`src/rtl/adc_frontend_cal.sv`:
```
// ADC front end: input synchronizer, offset/gain correction with saturation,
// DAC loopback delay line and an averaging offset-calibration state machine.
module adc_frontend_cal #(
    parameter int NUM_CH         = 2,
    parameter int ADC_WIDTH      = 14,
    parameter int GAIN_WIDTH     = 8,
    parameter int GAIN_FRAC      = 6,
    parameter int OFFSET_DEFAULT = 8192,
    parameter int MAX_DELAY      = 32,
    parameter int CAL_LOG2       = 10,
    parameter int SETTLE_CYCLES  = 16
) (
    input  logic                             clk125,
    input  logic                             reset_n,
    input  logic [NUM_CH*ADC_WIDTH-1:0]      adc_raw,
    input  logic [ADC_WIDTH-1:0]             dac_ref,
    input  logic [NUM_CH-1:0]                loop_sel,
    input  logic [$clog2(MAX_DELAY)-1:0]     delay,
    input  logic [NUM_CH*GAIN_WIDTH-1:0]     gain,
    input  logic                             cal_start,
    output logic                             cal_busy,
    output logic                             cal_done,
    output logic [NUM_CH*ADC_WIDTH-1:0]      offset_out,
    output logic [NUM_CH*ADC_WIDTH-1:0]      data_out,
    output logic                             data_valid,
    output logic [NUM_CH-1:0]                sat_flag
);
    localparam int W       = ADC_WIDTH;
    localparam int G       = GAIN_WIDTH;
    localparam int DIFF_W  = W + 1;
    localparam int PROD_W  = W + G + 1;
    localparam int ACC_W   = W + CAL_LOG2;
    localparam int NSAMP   = 1 << CAL_LOG2;
    localparam int CNT_MAX = (SETTLE_CYCLES > NSAMP) ? SETTLE_CYCLES : NSAMP;
    localparam int CNT_W   = $clog2(CNT_MAX + 1);
    localparam logic signed [PROD_W-1:0] SAT_MAX = PROD_W'((1 << (W - 1)) - 1);
    localparam logic signed [PROD_W-1:0] SAT_MIN = PROD_W'(-(1 << (W - 1)));

    typedef enum logic [1:0] {IDLE, SETTLE, ACCUM, APPLY} cal_state_e;

    logic [W-1:0]              sync1_q [NUM_CH];
    logic [W-1:0]              sync1_d [NUM_CH];
    logic [W-1:0]              sync2_q [NUM_CH];
    logic [W-1:0]              sync2_d [NUM_CH];
    logic signed [DIFF_W-1:0]  diff_q  [NUM_CH];
    logic signed [DIFF_W-1:0]  diff_d  [NUM_CH];
    logic signed [PROD_W-1:0]  prod_q  [NUM_CH];
    logic signed [PROD_W-1:0]  prod_d  [NUM_CH];
    logic [W-1:0]              data_q  [NUM_CH];
    logic [W-1:0]              data_d  [NUM_CH];
    logic [NUM_CH-1:0]         sat_q;
    logic [NUM_CH-1:0]         sat_d;
    logic [W-1:0]              dly_q   [MAX_DELAY-1];
    logic [W-1:0]              dly_d   [MAX_DELAY-1];
    logic [W-1:0]              tap;

    cal_state_e                state_q;
    logic [CNT_W-1:0]          cnt_q;
    logic [ACC_W-1:0]          acc_q    [NUM_CH];
    logic [W-1:0]              offset_q [NUM_CH];
    logic                      busy_q;
    logic                      done_q;
    logic                      valid_q;
    logic [2:0]                hold_q;

    // Tap 0 is dac_ref itself so that the output register makes it delay+1 cycles.
    always_comb begin
        tap = dac_ref;
        for (int i = 1; i < MAX_DELAY; i++) begin
            if (int'(delay) == i) tap = dly_q[i-1];
        end
        dly_d[0] = dac_ref;
        for (int i = 1; i < MAX_DELAY - 1; i++) dly_d[i] = dly_q[i-1];
    end

    always_comb begin : ch_path
        logic signed [PROD_W-1:0] scaled;
        // NOTE: every comb output gets a default first so no path leaves it unassigned (no latch).
        scaled = '0;
        sat_d  = '0;
        for (int c = 0; c < NUM_CH; c++) begin
            sync1_d[c] = adc_raw[c*W +: W];
            sync2_d[c] = sync1_q[c];
            diff_d[c]  = $signed({1'b0, sync2_q[c]}) - $signed({1'b0, offset_q[c]});
            prod_d[c]  = PROD_W'(diff_q[c]) * PROD_W'($signed({1'b0, gain[c*G +: G]}));
            scaled     = prod_q[c] >>> GAIN_FRAC;
            if (loop_sel[c]) begin
                data_d[c] = tap;
            end else if (scaled > SAT_MAX) begin
                data_d[c] = SAT_MAX[W-1:0];
                sat_d[c]  = 1'b1;
            end else if (scaled < SAT_MIN) begin
                data_d[c] = SAT_MIN[W-1:0];
                sat_d[c]  = 1'b1;
            end else begin
                data_d[c] = scaled[W-1:0];
            end
        end
    end

    // NOTE: sequential state uses non-blocking assignments so every flop samples pre-edge values.
    always_ff @(posedge clk125) begin
        if (!reset_n) begin
            sync1_q <= '{default: '0};
            sync2_q <= '{default: '0};
            diff_q  <= '{default: '0};
            prod_q  <= '{default: '0};
            data_q  <= '{default: '0};
            sat_q   <= '0;
            // NOTE: the delay line is an array but must still be cleared, so it sits in flops, not RAM.
            dly_q   <= '{default: '0};
        end else begin
            sync1_q <= sync1_d;
            sync2_q <= sync2_d;
            diff_q  <= diff_d;
            prod_q  <= prod_d;
            data_q  <= data_d;
            sat_q   <= sat_d;
            dly_q   <= dly_d;
        end
    end

    // hold_q counts the cycles the pipeline still carries stale data.
    always_ff @(posedge clk125) begin
        if (!reset_n) begin
            state_q  <= IDLE;
            cnt_q    <= '0;
            acc_q    <= '{default: '0};
            offset_q <= '{default: W'(OFFSET_DEFAULT)};
            busy_q   <= 1'b0;
            done_q   <= 1'b0;
            valid_q  <= 1'b0;
            hold_q   <= 3'd4;
        end else begin
            done_q <= 1'b0;
            case (state_q)
                IDLE: begin
                    if (cal_start) begin
                        state_q <= SETTLE;
                        cnt_q   <= '0;
                        busy_q  <= 1'b1;
                        valid_q <= 1'b0;
                    end else if (hold_q != 3'd0) begin
                        hold_q  <= hold_q - 3'd1;
                        valid_q <= 1'b0;
                    end else begin
                        valid_q <= 1'b1;
                    end
                end
                SETTLE: begin
                    if (cnt_q == CNT_W'(SETTLE_CYCLES - 1)) begin
                        state_q <= ACCUM;
                        cnt_q   <= '0;
                        acc_q   <= '{default: '0};
                    end else begin
                        cnt_q <= cnt_q + 1'b1;
                    end
                end
                ACCUM: begin
                    for (int c = 0; c < NUM_CH; c++) acc_q[c] <= acc_q[c] + ACC_W'(sync2_q[c]);
                    if (cnt_q == CNT_W'(NSAMP - 1)) state_q <= APPLY;
                    else                            cnt_q   <= cnt_q + 1'b1;
                end
                APPLY: begin
                    for (int c = 0; c < NUM_CH; c++) offset_q[c] <= acc_q[c][ACC_W-1:CAL_LOG2];
                    done_q  <= 1'b1;
                    busy_q  <= 1'b0;
                    hold_q  <= 3'd2;
                    state_q <= IDLE;
                end
                default: state_q <= IDLE;
            endcase
        end
    end

    always_comb begin
        data_out   = '0;
        offset_out = '0;
        for (int c = 0; c < NUM_CH; c++) begin
            data_out[c*W +: W]   = data_q[c];
            offset_out[c*W +: W] = offset_q[c];
        end
    end

    assign sat_flag   = sat_q;
    assign cal_busy   = busy_q;
    assign cal_done   = done_q;
    assign data_valid = valid_q;

endmodule

```
`config.mk`:
```
export PLATFORM = sky130hd
export DESIGN_NAME = adc_frontend_cal
export DESIGN_NICKNAME = d
export VERILOG_FILES = /design/src/rtl/adc_frontend_cal.sv
export SDC_FILE = /design/constraint.sdc
export NUM_CORES = 2
export LEC_CHECK = 0
export BUFFER_PORTS_ARGS = -buffer_cell sky130_fd_sc_hd__buf_2
export CELL_PAD_IN_SITES_DETAIL_PLACEMENT = 0
export CELL_PAD_IN_SITES_GLOBAL_PLACEMENT = 1
export CORE_MARGIN = 3
export CORE_UTILIZATION = 45
export DETAILED_ROUTE_END_ITERATION = 8
export GPL_TIMING_DRIVEN = 0
export PLACE_DENSITY = 0.76
export SKIP_LAST_GASP = 1
export SLEW_MARGIN = 20
export SYNTH_ARGS = -nofsm -noshare
export SYNTH_HDL_FRONTEND = slang
export SYNTH_SLANG_ARGS = --single-unit
```
`constraint.sdc`:
```
create_clock -name clk125 -period 6.65 [get_ports clk125]
set_input_delay 1.6625 -clock clk125 [delete_from_list [all_inputs] [get_ports clk125]]
set_output_delay 1.6625 -clock clk125 [all_outputs]
set_load 0.005 [all_outputs]
```
==> out/summary.txt <==
number of global-route vias before repair = 28000
largest net degree at the start of global routing = 14
Max VDD drop = 0.000192 V
flop-to-flop setup slack = 1480 ps
leakage power = 17.4 nW
FMAX = 161 MHz
Int Pwr = 8.15 mW
syn nets = 4258
register bit total from synthesis = 679
worst hold margin = 431 ps
Setup crit start kind = input pin
total track usage = 0.294
area occupied by multi-input gates = 0.0200 mm2
maximum clock path buffer count = 3
max_slew headroom = 0.165
power density cells = 299 mW/mm2
Sw Share = 0.324
Placed Area = 0.0377 mm2
final worst slack = 433 ps
post-synth cell types = 105
hold path depth = 1
DIE AREA = 0.0829 mm2
EDFF count, synth = 0
P_sw = 3.91 mW
CP max FO = 10
Worst-path clk slew = 60 ps
CTS tree = yes
Root Buffer = clkbuf_16
Core ar. = 0.0781 mm2
Slew @ Worst Pin = 1250 ps
Worst setup startpoint = gain[8]
pre-CTS WS = -218 ps
Area growth syn-to-layout = 12.8%
initial antenna violation count = 7
Routability Congestion = 0.969
Inst Count DP = 5022
Reg area = 0.0136 mm2
r2r worst-path depth = 14
Rows = 102
top_reg_cell synth = dfxtp_1
cts hold-fix bufs = 0
crit share post-route = 0.935
RSZ-0062 raised after global routing = false
post-CTS resize count = 0
Worst EP arrival = 6690 ps
Finish-stage setup viols = 0
clk_skew = 42.5 ps
r2r startpoint = diff_q[6]
crit path capture type = flip-flop
sequential share of the synthesized area = 0.380
setup bufs post-CTS = 0
grt ovf = 0
Final Non-Filler Cells = 5162
IO Count = 129
Die X = 288 um
power share of the sequential group = 0.366
share of cells above drive strength 1 = 0.102
cts bufs inserted = 77
Final Core Density = 0.516
Combinational Power Share = 0.265
CTS H-tree lvls = 3
Hold Fails Final Rpt = 0
syn avg cell area = 9.27 um2
Final Instance Area = 0.0403 mm2
total number of yosys warnings = 0
die height = 288 um
Clock power frac = 0.369
Setup CP Type = input pin to flip-flop
fillers = 7400
worst r2r dst = ch_path.scaled[15]
port bufs = 127
status = completed
maximum capacitance violations = 0
asr flop ratio synth = 0
Routed WL = 123000 um
routed vias/inst = 5.63
Syn Std Cell Area = 0.0358 mm2
Critical Path Sink = ch_path.scaled[15]
Crit path required time = 7130 ps
Clock Latency Late Sink = 640 ps
Mapped Cells = 3855
initial DRC count = 3219
vias = 29100
DR WL/cell = 23.8 um
# nets final = 4464
HPWL after detailed placement = 91300 um
Final min period = 6220 ps
# clock sinks = 679
Initial Util = 0.458
ANT nets after route = 0
drt pass-1 iters = 6
DRC viols = 0
first-pass GRT wire length = 181000 um
Final Max Slew Viols = 0
hold crit path type = flip-flop to flip-flop
## worst max-delay path: stages
cell and delay, ps:
buf_2 180, clkbuf_1 410, nand2_1 150, fa_1 530
fa_1 510, inv_1 40, ha_1 260, inv_1 40
fa_1 480, inv_1 50, ha_1 250, nor4bb_1 160
a2111oi_0 650, o21ai_0 300, o211ai_1 370, a21oi_1 190
a21oi_1 210, xor2_1 180, nor2_1 50
## layer usage
metal | global-route usage | up-vias | routed length [um]
li1 | - | 13300 | -
met1 | 0.419 | 14100 | 54400
met2 | 0.435 | 1394 | 51800
met3 | 0.0661 | 270 | 12100
met4 | 0.106 | 2 | 4720
met5 | 0 | - | 12
## cell usage in the layout (no fill, tap or decap), types with 14 or more instances in the layout
cell type,count
dfxtp_1,679
and2_1,636
inv_1,297
nor2_1,268
nand2_1,224
a21oi_1,203
fa_1,190
buf_2,171
o21ai_0,165
ha_1,145
clkbuf_1,135
mux2i_1,82
clkbuf_16,77
nor3_1,57
xnor2_1,54
nand3_1,47
o22ai_1,46
a31oi_1,33
mux2_2,32
a22oi_1,31
xor2_1,30
nor2b_1,28
nand2b_1,27
o21a_1,24
o21ai_1,23
buf_4,22
or3_1,21
a211oi_1,21
o211ai_1,21
a21o_1,18
o221ai_1,18
buf_6,16
and3_1,14
## how the worst min path moves through the flow
stage                        endpoint  slack, ps         from
final                     sync2_q[22]        430  sync1_q[22]
after global routing       sync2_q[1]        440   sync1_q[1]
after CTS                   dly_d[39]        430    dly_d[53]
after detailed placement  sync2_q[21]        420  sync1_q[21]
after global placement    sync2_q[27]        420  sync1_q[27]
after floorplan            dly_d[381]        410   dly_d[395]
## cell families (layout without fill, tap and decap cells)
| logic type | Yosys count | after routing | synth area share |
|---|---|---|---|
| other | 0 | 1 | 0 |
| multiplexers | 124 | 124 | 0.0393 |
| flip-flops | 679 | 679 | 0.380 |
| AND/OR/NAND/NOR | 1388 | 1388 | 0.209 |
| buffers and inverters | 508 | 774 | 0.0606 |
| XOR/XNOR | 84 | 84 | 0.0206 |
| AO/OA/AOI/OAI | 737 | 737 | 0.133 |
| adder cells (fa/ha/maj) | 335 | 335 | 0.157 |
## state kept, by name (all words and copies together) (netlist names), 28 cells and up
signal      flops
sync1_q        28
acc_q          48
data_out       28
sync2_q        28
dly_d         420
diff_q         30
offset_out     28
## power groups by stage
stage	Sequential, mW	Combinational (mW)	Clock (mW)
global route	4.43	3.57	4.65
CTS	4.41	3.20	4.48
finish	4.41	3.20	4.45
global placement	4.49	3.15	0
floorplan	4.44	2.27	0
detailed placement	4.49	3.17	0
## stage by stage
step,TNS (ps),total power [mW]
2_1_floorplan,0,6.71
3_3_place_gp,-843,7.65
3_5_place_dp,-747,7.66
4_1_cts,0,12.1
5_1_grt,0,12.7
6_report,0,12.1
## synth_stat cells (33+ instances only)
cell type | count | share of area
fa_1 | 190 | 0.11
nand3_1 | 47 | 0.0066
and2_1 | 636 | 0.11
o21ai_0 | 165 | 0.023
dfxtp_1 | 679 | 0.38
buf_2 | 44 | 0.0062
clkbuf_1 | 121 | 0.013
nor2_1 | 268 | 0.028
mux2i_1 | 82 | 0.023
xnor2_1 | 54 | 0.013
inv_1 | 297 | 0.031
a21oi_1 | 203 | 0.028
nand2_1 | 224 | 0.024
nor3_1 | 57 | 0.0080
o22ai_1 | 46 | 0.0080
ha_1 | 145 | 0.051
a31oi_1 | 33 | 0.0058
## area by class of cell
class	instances	area share
Clock inverter	35	0.0124
Timing Repair Buffer	127	0.0158
Antenna cell	1	0.0000620
Buffer	210	0.0260
Tap cell	1040	0.0323
Sequential cell	679	0.337
Clock buffer	104	0.0530
Multi-Input combinational cell	2668	0.496
Inverter	298	0.0277
No activity file was read; power rests on OpenSTA's default activity.
